<file path="src/rtl/nave_if.sv">
// Button, scan-position and ship/shot state bundle between the
// input/raster side and the ship controller.
interface nave_if;
    logic [9:0]  h_counter;
    logic [9:0]  v_counter;
    logic        btn_left;
    logic        btn_right;
    logic        btn_fire;
    logic        shot_hit;
    logic [10:0] mem_X_barra;
    logic [10:0] shot_x;
    logic [9:0]  shot_y;
    logic        shot_active;
    logic        frame_tick;

    modport master (
        output h_counter, v_counter,
        output btn_left, btn_right, btn_fire, shot_hit,
        input  mem_X_barra, shot_x, shot_y,
        input  shot_active, frame_tick
    );

    modport slave (
        input  h_counter, v_counter,
        input  btn_left, btn_right, btn_fire, shot_hit,
        output mem_X_barra, shot_x, shot_y,
        output shot_active, frame_tick
    );
endinterface

</file>
<file path="src/rtl/nave_ctrl.sv">
// Player ship controller: per-frame horizontal motion plus a
// single-shot launch/flight/cooldown state machine.
module nave_ctrl #(
    parameter int SCREEN_W        = 640,
    parameter int V_ACTIVE        = 480,
    parameter int SHIP_W          = 11,
    parameter int SHIP_Y          = 150,
    parameter int START_X         = 314,
    parameter int STEP            = 2,
    parameter int SHOT_H          = 4,
    parameter int SHOT_STEP       = 4,
    parameter int COOLDOWN_FRAMES = 8
) (
    input logic   clk,
    input logic   reset,
    nave_if.slave bus
);
    typedef enum logic [1:0] {S_IDLE, S_FLYING, S_COOLDOWN} state_t;

    localparam int CW = $clog2(COOLDOWN_FRAMES + 1);
    localparam logic [11:0]   X_MAX    = 12'(SCREEN_W - SHIP_W);
    localparam logic [10:0]   X_START  = 11'(START_X);
    localparam logic [10:0]   X_STEP   = 11'(STEP);
    localparam logic [10:0]   X_CENTER = 11'(SHIP_W / 2);
    localparam logic [9:0]    Y_LAUNCH = 10'(SHIP_Y - SHOT_H);
    localparam logic [9:0]    Y_STEP   = 10'(SHOT_STEP);
    localparam logic [CW-1:0] CD_LOAD  = CW'(COOLDOWN_FRAMES);
    localparam logic [CW-1:0] CD_ONE   = CW'(1);

    state_t        state_q, state_d;
    logic [10:0]   x_q, x_d;
    logic [10:0]   sx_q, sx_d;
    logic [9:0]    sy_q, sy_d;
    logic          act_q, act_d;
    logic          pend_q, pend_d;
    logic          fire_prev_q, fire_prev_d;
    logic [CW-1:0] cd_q, cd_d;
    logic          ftick_q, ftick_d;

    logic          tick;
    logic          fire_edge;
    logic [11:0]   x_up;

    always_comb begin
        tick = (bus.v_counter == 10'(V_ACTIVE)) &&
               (bus.h_counter == 10'd0);
        fire_edge = bus.btn_fire && !fire_prev_q;
        x_up = {1'b0, x_q} + {1'b0, X_STEP};

        state_d     = state_q;
        x_d         = x_q;
        sx_d        = sx_q;
        sy_d        = sy_q;
        act_d       = act_q;
        pend_d      = pend_q;
        cd_d        = cd_q;
        fire_prev_d = bus.btn_fire;
        ftick_d     = tick;

        // Opposing buttons cancel; motion uses the pre-tick position.
        if (tick && (bus.btn_left ^ bus.btn_right)) begin
            if (bus.btn_left)
                x_d = (x_q < X_STEP) ? 11'd0 : x_q - X_STEP;
            else
                x_d = (x_up > X_MAX) ? X_MAX[10:0] : x_up[10:0];
        end

        unique case (state_q)
            S_IDLE: begin
                if (tick && pend_q) begin
                    sx_d    = x_q + X_CENTER;
                    sy_d    = Y_LAUNCH;
                    act_d   = 1'b1;
                    pend_d  = 1'b0;
                    state_d = S_FLYING;
                end else if (fire_edge) begin
                    pend_d = 1'b1;
                end
            end
            S_FLYING: begin
                if (bus.shot_hit || (tick && (sy_q < Y_STEP))) begin
                    act_d   = 1'b0;
                    cd_d    = CD_LOAD;
                    state_d = S_COOLDOWN;
                end else if (tick) begin
                    sy_d = sy_q - Y_STEP;
                end
            end
            S_COOLDOWN: begin
                if (tick) begin
                    cd_d = cd_q - CD_ONE;
                    if (cd_q <= CD_ONE)
                        state_d = S_IDLE;
                end
            end
            default: state_d = S_IDLE;
        endcase
    end

    always_ff @(posedge clk or posedge reset) begin
        if (reset) begin
            state_q     <= S_IDLE;
            x_q         <= X_START;
            sx_q        <= '0;
            sy_q        <= '0;
            act_q       <= 1'b0;
            pend_q      <= 1'b0;
            fire_prev_q <= 1'b0;
            cd_q        <= '0;
            ftick_q     <= 1'b0;
        end else begin
            state_q     <= state_d;
            x_q         <= x_d;
            sx_q        <= sx_d;
            sy_q        <= sy_d;
            act_q       <= act_d;
            pend_q      <= pend_d;
            fire_prev_q <= fire_prev_d;
            cd_q        <= cd_d;
            ftick_q     <= ftick_d;
        end
    end

    assign bus.mem_X_barra = x_q;
    assign bus.shot_x      = sx_q;
    assign bus.shot_y      = sy_q;
    assign bus.shot_active = act_q;
    assign bus.frame_tick  = ftick_q;
endmodule
</file>
<file path="src/flat_wrapper.sv">
// flat-port wrapper written by rule: the top's interface ports become plain ports
module nave_ctrl_flat 
#(
    parameter int SCREEN_W        = 640,
    parameter int V_ACTIVE        = 480,
    parameter int SHIP_W          = 11,
    parameter int SHIP_Y          = 150,
    parameter int START_X         = 314,
    parameter int STEP            = 2,
    parameter int SHOT_H          = 4,
    parameter int SHOT_STEP       = 4,
    parameter int COOLDOWN_FRAMES = 8
)
  (clk, reset, bus_h_counter, bus_v_counter, bus_btn_left, bus_btn_right, bus_btn_fire, bus_shot_hit, bus_mem_X_barra, bus_shot_x, bus_shot_y, bus_shot_active, bus_frame_tick);
  nave_if bus_i ();
  input logic clk;
  input logic reset;
  input wire logic [$bits(bus_i.h_counter)-1:0] bus_h_counter;
  input wire logic [$bits(bus_i.v_counter)-1:0] bus_v_counter;
  input wire logic [$bits(bus_i.btn_left)-1:0] bus_btn_left;
  input wire logic [$bits(bus_i.btn_right)-1:0] bus_btn_right;
  input wire logic [$bits(bus_i.btn_fire)-1:0] bus_btn_fire;
  input wire logic [$bits(bus_i.shot_hit)-1:0] bus_shot_hit;
  output wire logic [$bits(bus_i.mem_X_barra)-1:0] bus_mem_X_barra;
  output wire logic [$bits(bus_i.shot_x)-1:0] bus_shot_x;
  output wire logic [$bits(bus_i.shot_y)-1:0] bus_shot_y;
  output wire logic [$bits(bus_i.shot_active)-1:0] bus_shot_active;
  output wire logic [$bits(bus_i.frame_tick)-1:0] bus_frame_tick;
  assign bus_i.h_counter = bus_h_counter;
  assign bus_i.v_counter = bus_v_counter;
  assign bus_i.btn_left = bus_btn_left;
  assign bus_i.btn_right = bus_btn_right;
  assign bus_i.btn_fire = bus_btn_fire;
  assign bus_i.shot_hit = bus_shot_hit;
  assign bus_mem_X_barra = bus_i.mem_X_barra;
  assign bus_shot_x = bus_i.shot_x;
  assign bus_shot_y = bus_i.shot_y;
  assign bus_shot_active = bus_i.shot_active;
  assign bus_frame_tick = bus_i.frame_tick;
  nave_ctrl #(.SCREEN_W(SCREEN_W), .V_ACTIVE(V_ACTIVE), .SHIP_W(SHIP_W), .SHIP_Y(SHIP_Y), .START_X(START_X), .STEP(STEP), .SHOT_H(SHOT_H), .SHOT_STEP(SHOT_STEP), .COOLDOWN_FRAMES(COOLDOWN_FRAMES)) u_core (.clk(clk), .reset(reset), .bus(bus_i));
endmodule
</file>
<file path="config.mk">
export PLATFORM = sky130hd
export DESIGN_NAME = nave_ctrl_flat
export DESIGN_NICKNAME = d
export VERILOG_FILES = /design/src/rtl/nave_if.sv /design/src/rtl/nave_ctrl.sv /design/src/flat_wrapper.sv
export SDC_FILE = /design/constraint.sdc
export NUM_CORES = 1
export LEC_CHECK = 0
export CORE_ASPECT_RATIO = 1.5
export CORE_MARGIN = 2
export CORE_UTILIZATION = 50
export DETAILED_ROUTE_END_ITERATION = 16
export PLACE_DENSITY = 0.79
export SETUP_SLACK_MARGIN = 0.4
export SLEW_MARGIN = 20
export SYNTH_ARGS = -nofsm -noshare
export SYNTH_HDL_FRONTEND = slang
export SYNTH_SLANG_ARGS = --single-unit
</file>
<file path="constraint.sdc">
create_clock -name clk -period 3.3 [get_ports clk]
set_input_delay 0.825 -clock clk [delete_from_list [all_inputs] [get_ports clk]]
set_output_delay 0.825 -clock clk [all_outputs]
set_load 0.02 [all_outputs]
</file>
# After elaboration in Yosys (flattened, before gate mapping)
# Cells that the tools add are included.
# W data, S select, Z words.
[totals] rom_bits=0 n_memories=0 mem_bits_rw=0 reg_bits=42 latchBits=0
[op_classes] muxes=20 n_shift=0 n_eq_ne=9 reduce_logical=18 n_lt_le_gt_ge=4 n_addsub=5 bitwise=1 div_mod_pow=0 mul=0
[op_table] op="$mux W11" count=3
[op_table] op="$mux W10" count=3
[op_table] op="$pmux W10 S2" count=1
[op_table] op="$add A11 B2 Y12 const B" count=1
[op_table] op="$gt A12 B10 Y1 const B" count=1
[op_table] op="$add A11 B3 Y11 const B" count=1
[op_table] op="$lt A11 B2 Y1 const B" count=1
[op_table] op="$sub A11 B2 Y11 const B" count=1
[op_table] op="$eq A10 B9 Y1 const B" count=1
[op_table] op="$logic_not A10 Y1" count=1
[op_table] op="$lt A10 B3 Y1 const B" count=1
[op_table] op="$ne A2 B1 Y1 const B" count=5
[op_table] op="$sub A10 B3 Y10 const B" count=1
[op_table] op="$mux W2" count=4
[op_table] op="$mux W4" count=2
[op_table] op="$pmux W4 S2" count=1
[op_table] op="$reduce_and A4 Y1" count=2
[op_table] op="$pmux W2 S3" count=1
[op_table] op="$reduce_and A3 Y1" count=2
[op_table] op="$reduce_bool A2 Y1" count=3
[op_table] op="$logic_and A1 B1 Y1" count=5
[op_table] op="$le A4 B1 Y1 const B" count=1
[op_table] op="$mux W1" count=4
[op_table] op="$reduce_and A2 Y1" count=2
[op_table] op="9 further kinds" count=9

# Logic depth before layout (Yosys ltp)
# Gate-level depths: netlist of run 1.
[depth] depth_word=6 ltp_mapped=10

# Worst setup path after synthesis of run 1
# Ideal clock, no wire load.
[synth_timing] path_type="reg-to-reg" from="register u_core.x_q[1], in the netlist u_core.bus.mem_X_barra[1]" to="register u_core.x_q[7], in the netlist u_core.bus.mem_X_barra[7]" path_slack_ns=0.792 t_arrival_ns=2.404 path_stages_with_launch=8 required_time_ns=3.196 path_buffers=0 cell_sequence="dfstp_2 -> ha_1 -> and4_4 -> nand2_2 -> and3_1 -> a2111o_1 -> or2_4 -> o41ai_2"
[synth_via] elab_chain_len=4 elab_cells_between_ends=7 classes_between="add/sub: 2; order compare: 2; mux: 3"
[synth_lines] element="from (decl)" line_no="nave_ctrl.sv:31" rtl="logic [10:0] x_q, x_d;"
[synth_lines] element="from (signal assigned)" line_no="nave_ctrl.sv:103" rtl="x_q <= X_START;"
[synth_lines] element="from (signal assigned)" line_no="nave_ctrl.sv:113" rtl="x_q <= x_d;"
[synth_lines] element="$add A11 B2 Y12" line_no="nave_ctrl.sv:48" rtl="x_up = {1'b0, x_q} + {1'b0, X_STEP};"
[synth_lines] element="$gt A12 B10 Y1" line_no="nave_ctrl.sv:65" rtl="x_d = (x_up > X_MAX) ? X_MAX[10:0] : x_up[10:0];"
[synth_lines] element="$mux W11" line_no="nave_ctrl.sv:65"
[synth_lines] element="$mux W11 *" line_no="nave_ctrl.sv:62" rtl="if (bus.btn_left)"
# Mark *: on every way between the ends. The rest lies on a longest branch, timed or not.
# A chain may end at the register's enable or synchronous reset.

# Worst setup path in the final report of run 1
# Ends and elaborated chain as after synthesis.

==> results.cfg, run 1 <==
[status]
status = complete, no violations

[floorplanning]
dieArea_um2 = 6030
die_y_um = 94.1
core_um2 = 5160
die_x_um = 64.1
rows = 32
initial_core_util_pct = 52.4
pin_count = 60

[routing]
drt_pass1_iterations = 4
drcViolationCount = 0
dr_total_vias = 2537
routedWlPerCell_um = 15.4
drt_iter0_markers = 170
ant_nets = 0
routed_wl_mm = 6.81
viasPerCell = 5.74

[yosys]
synthArstFlopShare_pct = 100
ys.flop_type = dfrtp_1
synth_cells = 319
synth_edf_count = 0
yosysUniqueCellTypes = 56
seq_area_frac_synth_pct = 38.2
synth_fp_nets = 353
synth_warnings = 0
ys_ff_latch = 41
netlist_area_um2 = 2710
avgSynthCellArea_um2 = 8.48

[power_and_ir_drop]
power_mw = 0.953
p_leak_nw = 1.42
powerDensity_nw_per_um2 = 276
ir_drop_mv = 0.152

[finish]
layout_common_cells = 58 x clkdlybuf4s50_1, 36 x nand2_1, 36 x dfrtp_1
area_delta_synth_final_pct = 27.8
layout_commonest_cell = clkdlybuf4s50_1
num_antenna_cells = 0
nNetsFinal = 408
post_route_cells_drive_above_1_share_pct = 8.82

[timing]
rsz0062_at_grt = false
fmax_mhz = 364
final_hold_viol_count = 0
holdWs_ns = 0.471
drv_slew = 0
setup_viol = 0
clock-skew-final_ns = 0.00801
maxSlewHeadroom_pct = 65.0
tightest_slew_ns = 0.525
worst_slack_ns = 0.552
period_share_pct = 83.3
setup-tns-final_ns = 0
min_period_ns = 2.75

[grt]
grt_max_degree = 42
grt_pass1_vias = 2468
grt_use_total_pct = 23.5
antenna_found_initial = 0
grt_pass1_wl_mm = 11.3
overflow = 0

[clock_network]
clkTransAtPathRegs_ns = 0.08
cts_tree = built
cts_hold_buf = 0
clock_sinks = 41
numCtsBuffers = 5
cts-htree-levels = 2
root_buffer = clkbuf_8
clock_latency_ns = 0.28
cts_buffer_depth = 2

[setup_path]
worstPathArrival_ns = 2.93
cpPeakStageDelay_ns = 0.66
crit_type = reg2reg
crit_required_ns = 3.48
critPathBufInv = 0
cp_top_family = compound AO/OA/AOI/OAI gates
setup.worst_path.end_class = flop
crit_chain = ha_1, nand4_1, o21ai_0, o31ai_1, a2111o_1, or2_4, o41ai_2
r2r-start = u_core.bus.mem_X_barra[1]
r2r_cells = 7
critPathSlowestCell = dfstp_2
worstSetupStartpointType = flop
cp_num_cells = 7
crit_start = u_core.bus.mem_X_barra[1]
crit_fanout = 11
rrSetupSlack_ns = 0.55
critPathCapture = u_core.bus.mem_X_barra[7]
timing.rr.end = u_core.bus.mem_X_barra[7]

[placed_design]
post-dp-hpwl_mm = 4.95
io_buffers = 58
post-place-ws_ns = 0.287
gp_congestion = 0.869

[hold_path]
hold_class = reg2reg

[job]
maxCapViolCount = 0
synth_stat cells, types with 5 or more instances:
library cell / count / area [µm²]
dfrtp_1: 36 / 901
nand2_1: 36 / 135
o21ai_0: 33 / 165
nor2_1: 30 / 113
inv_1: 13 / 48.8
nand3_1: 12 / 60.1
clkbuf_1: 11 / 41.3
xor2_1: 11 / 96.3
a21oi_1: 10 / 50.1
xnor2_1: 10 / 87.6
nor3_1: 9 / 45.0
ha_1: 8 / 100
nand4_1: 7 / 43.8
a31oi_1: 5 / 31.3
dfstp_2: 5 / 131
nand3b_1: 5 / 37.5
nor2b_1: 5 / 31.3
nor4_1: 5 / 31.3
o31ai_1: 5 / 37.5
or3_1: 5 / 31.3
state kept, by name, indices dropped and copies added (netlist names):
register,count
u_core.bus.shot_active,1
u_core.cd_q,4
u_core.pend_q,1
u_core.bus.shot_y,9
u_core.bus.mem_X_barra,11
u_core.state_q,2
u_core.bus.frame_tick,1
u_core.fire_prev_q,1
u_core.bus.shot_x,11
report_power, final:
| group | internal, mW | switching, mW | total, mW |
|---|---|---|---|
| combinational | 0.0338 | 0.0290 | 0.0628 |
| clock | 0.220 | 0.167 | 0.387 |
| sequential | 0.503 | 0.000399 | 0.503 |
| total | 0.757 | 0.196 | 0.953 |
timing repair:
item / 4_1_cts / 5_1_grt
endpoints found under the setup margin: 0 / 3
resized for setup: 0 / 1
setup buffers: 0 / 0
cell type report:
cell class / instances / area [µm²]
Fill cell: 432 / 1710
Timing Repair Buffer: 66 / 641
Clock buffer: 5 / 68.8
Clock inverter: 2 / 35.0
Inverter: 13 / 48.8
Tap cell: 68 / 85.1
Sequential cell: 41 / 1030
Multi-Input combinational cell: 247 / 1550
kinds of logic after synthesis:
logic type	synth area share, %
fa+ha+maj	3.70
mux	0.416
other cells	0.139
flops	38.2
buf+inv	4.90
compound gates	18.3
xor+xnor	6.80
simple gates	27.6
worst min-delay path by stage:
stage	endpoint	start	depth (start not counted)	slack [ns]
after global placement	u_core.bus.shot_y[1]	u_core.bus.shot_y[1]	1	0.45
after detailed placement	u_core.bus.shot_y[1]	u_core.bus.shot_y[1]	1	0.46
after CTS	u_core.bus.shot_y[1]	u_core.bus.shot_y[1]	1	0.48
after floorplan	u_core.state_q[0]	u_core.state_q[1]	1	0.46
final	u_core.bus.shot_y[1]	u_core.bus.shot_y[1]	1	0.47
after global routing	u_core.bus.shot_y[1]	u_core.bus.shot_y[1]	1	0.48
metal layers:
metal	track usage [%]	up-vias	wire length, µm
met2	43.1	90	3620
met1	27.7	1181	2750
met4	8.15	0	161
met3	3.12	18	275
met5	0	-	0
li1	-	1248	-
through the flow:
stage	util, %	std cells	cell area, µm²
2_1_floorplan	-	319	2710
3_3_place_gp	64.8	435	3350
3_5_place_dp	64.8	435	3350
4_1_cts	66.8	442	3450
5_1_grt	66.9	442	3460
6_report	66.9	442	3460
(Power assumes the default switching activity.)
==> run 2: changes to the inputs <==
==> constraint.sdc (replaced) <==
create_clock -name clk -period 2.8 [get_ports clk]
set_input_delay 0.7 -clock clk [delete_from_list [all_inputs] [get_ports clk]]
set_output_delay 0.7 -clock clk [all_outputs]
set_load 0.02 [all_outputs]
==> run 2 against run 1 <==
Clock power is 30% higher. Power up 24%. Highest routed layer unchanged. Sequential share of layout area fell by 3.9 points. Largest cell class unchanged. Non-clock buffer count up 38. Largest power group unchanged.
==> results.cfg, run 2 (same netlist as run 1, synthesis figures left out) <==
[timing]
clock-skew-final_ns = 0.00586
fmax_mhz = 404
period_share_pct = 88.4
min_period_ns = 2.47
drv_slew = 0
rsz0062_at_grt = true
worst_slack_ns = 0.325
holdWs_ns = 0.474
tightest_slew_ns = 0.534
setup_viol = 0
final_hold_viol_count = 0
maxSlewHeadroom_pct = 64.4
setup-tns-final_ns = 0

[grt]
grt_pass1_wl_mm = 12.4
grt_pass1_vias = 2651
overflow = 0
antenna_found_initial = 0
grt_max_degree = 42
grt_use_total_pct = 26.3

[setup_path]
setup.worst_path.end_class = flop
r2r-start = u_core.bus.mem_X_barra[1]
crit_start = u_core.bus.mem_X_barra[1]
r2r_cells = 7
crit_required_ns = 2.99
crit_type = reg2reg
worstPathArrival_ns = 2.66
rrSetupSlack_ns = 0.33
critPathCapture = u_core.bus.mem_X_barra[0]
timing.rr.end = u_core.bus.mem_X_barra[0]
crit_fanout = 7
worstSetupStartpointType = flop

[placed_design]
post-dp-hpwl_mm = 5.37
io_buffers = 58
gp_congestion = 0.895
post-place-ws_ns = 0.0333
placed_area_um2 = 3480

[floorplanning]
core_um2 = 5160
pin_count = 60
die_x_um = 64.1
rows = 32
initial_core_util_pct = 52.4
dieArea_um2 = 6030
die_y_um = 94.1

[power_and_ir_drop]
powerDensity_nw_per_um2 = 298
power_mw = 1.18
p_leak_nw = 1.72
ir_drop_mv = 0.322

[routing]
ant_nets = 0
routedWlPerCell_um = 17.1
drcViolationCount = 0
routed_wl_mm = 8.23
drt_pass1_iterations = 5
viasPerCell = 5.95
drt_iter0_markers = 189
dr_total_vias = 2864

[clock_network]
clock_latency_ns = 0.30
cts_buffer_depth = 2
cts_tree = built
cts-htree-levels = 2
clock_sinks = 41
clkTransAtPathRegs_ns = 0.08
numCtsBuffers = 5
cts_hold_buf = 0
root_buffer = clkbuf_8

[finish]
fin_area_um2 = 3970
layout_commonest_cell = clkdlybuf4s50_1
post_route_cells_drive_above_1_share_pct = 22.8
num_antenna_cells = 0
area_delta_synth_final_pct = 46.9
layout_common_cells = 54 x clkdlybuf4s50_1, 41 x buf_4, 35 x nand2_1, 35 x dfrtp_1, 30 x o21ai_0
nNetsFinal = 446

[job]
maxCapViolCount = 0

[hold_path]
hold_start = u_core.bus.shot_y[1]
hold_class = reg2reg

[status]
status = complete, no violations
-- run 2: cell count changes in the layout (fill, tap and decap cells not counted), moves of 4 or more --
cell and delta:
buf_4 +33, nor3_1 -5, buf_6 +4, clkdlybuf4s50_1 -4, dlymetal6s2s_1 +4
-- run 2: worst min path at each step --
stage | to | slack [ns] | depth (start not counted)
after global placement | u_core.bus.shot_y[1] | 0.45 | 1
after global routing | u_core.bus.shot_y[1] | 0.50 | 1
after floorplan | u_core.state_q[0] | 0.46 | 1
after CTS | u_core.bus.shot_y[1] | 0.47 | 1
final | u_core.bus.shot_y[1] | 0.47 | 1
after detailed placement | u_core.bus.shot_y[1] | 0.45 | 1
-- run 2: where the power goes --
part	internal [mW]	switching [mW]	total (mW)
sequential	0.593	0.000315	0.593
combinational	0.0435	0.0421	0.0856
clock	0.290	0.214	0.504
total	0.926	0.256	1.18
-- run 2: cell type report --
| type | instances | area (µm²) |
|---|---|---|
| Clock inverter | 2 | 37.5 |
| Clock buffer | 6 | 82.6 |
| Multi-Input combinational cell | 247 | 1740 |
| Sequential cell | 41 | 1030 |
| Timing Repair Buffer | 104 | 948 |
| Fill cell | 334 | 1190 |
| Inverter | 13 | 48.8 |
| Tap cell | 68 | 85.1 |
-- run 2: per-stage QoR --
stage / cells / utilization [%]
final: 481 / 76.9
after global routing: 481 / 76.9
after CTS: 467 / 71.6
after detailed placement: 449 / 67.5
after global placement: 449 / 67.5
after floorplan: 319 / -
-- run 2: repair_timing --
action	4_1_cts	5_1_grt
gates cloned	0	1
buffers inserted	10	13
pin swaps	1	19
resized for setup	4	38
endpoints found under the setup margin	12	37
-- run 2: worst max-delay path: stages (launching register included) --
cell and delay [ns]:
dfstp_2 0.61, ha_4 0.19, nand4_1 0.17, o21ai_0 0.22
o31ai_1 0.11, a2111o_1 0.50, or2_4 0.31, a31o_2 0.25
-- run 2: routing by layer --
| layer | wire [µm] | global-route usage, % | up-vias | part of all wire [%] |
|---|---|---|---|---|
| li1 | - | - | 1327 | - |
| met1 | 3000 | 29.5 | 1377 | 37 |
| met2 | 4500 | 47.3 | 126 | 55 |
| met3 | 413 | 3.84 | 34 | 5.0 |
| met4 | 312 | 13.8 | 0 | 3.8 |
| met5 | 0 | 0 | - | 0 |
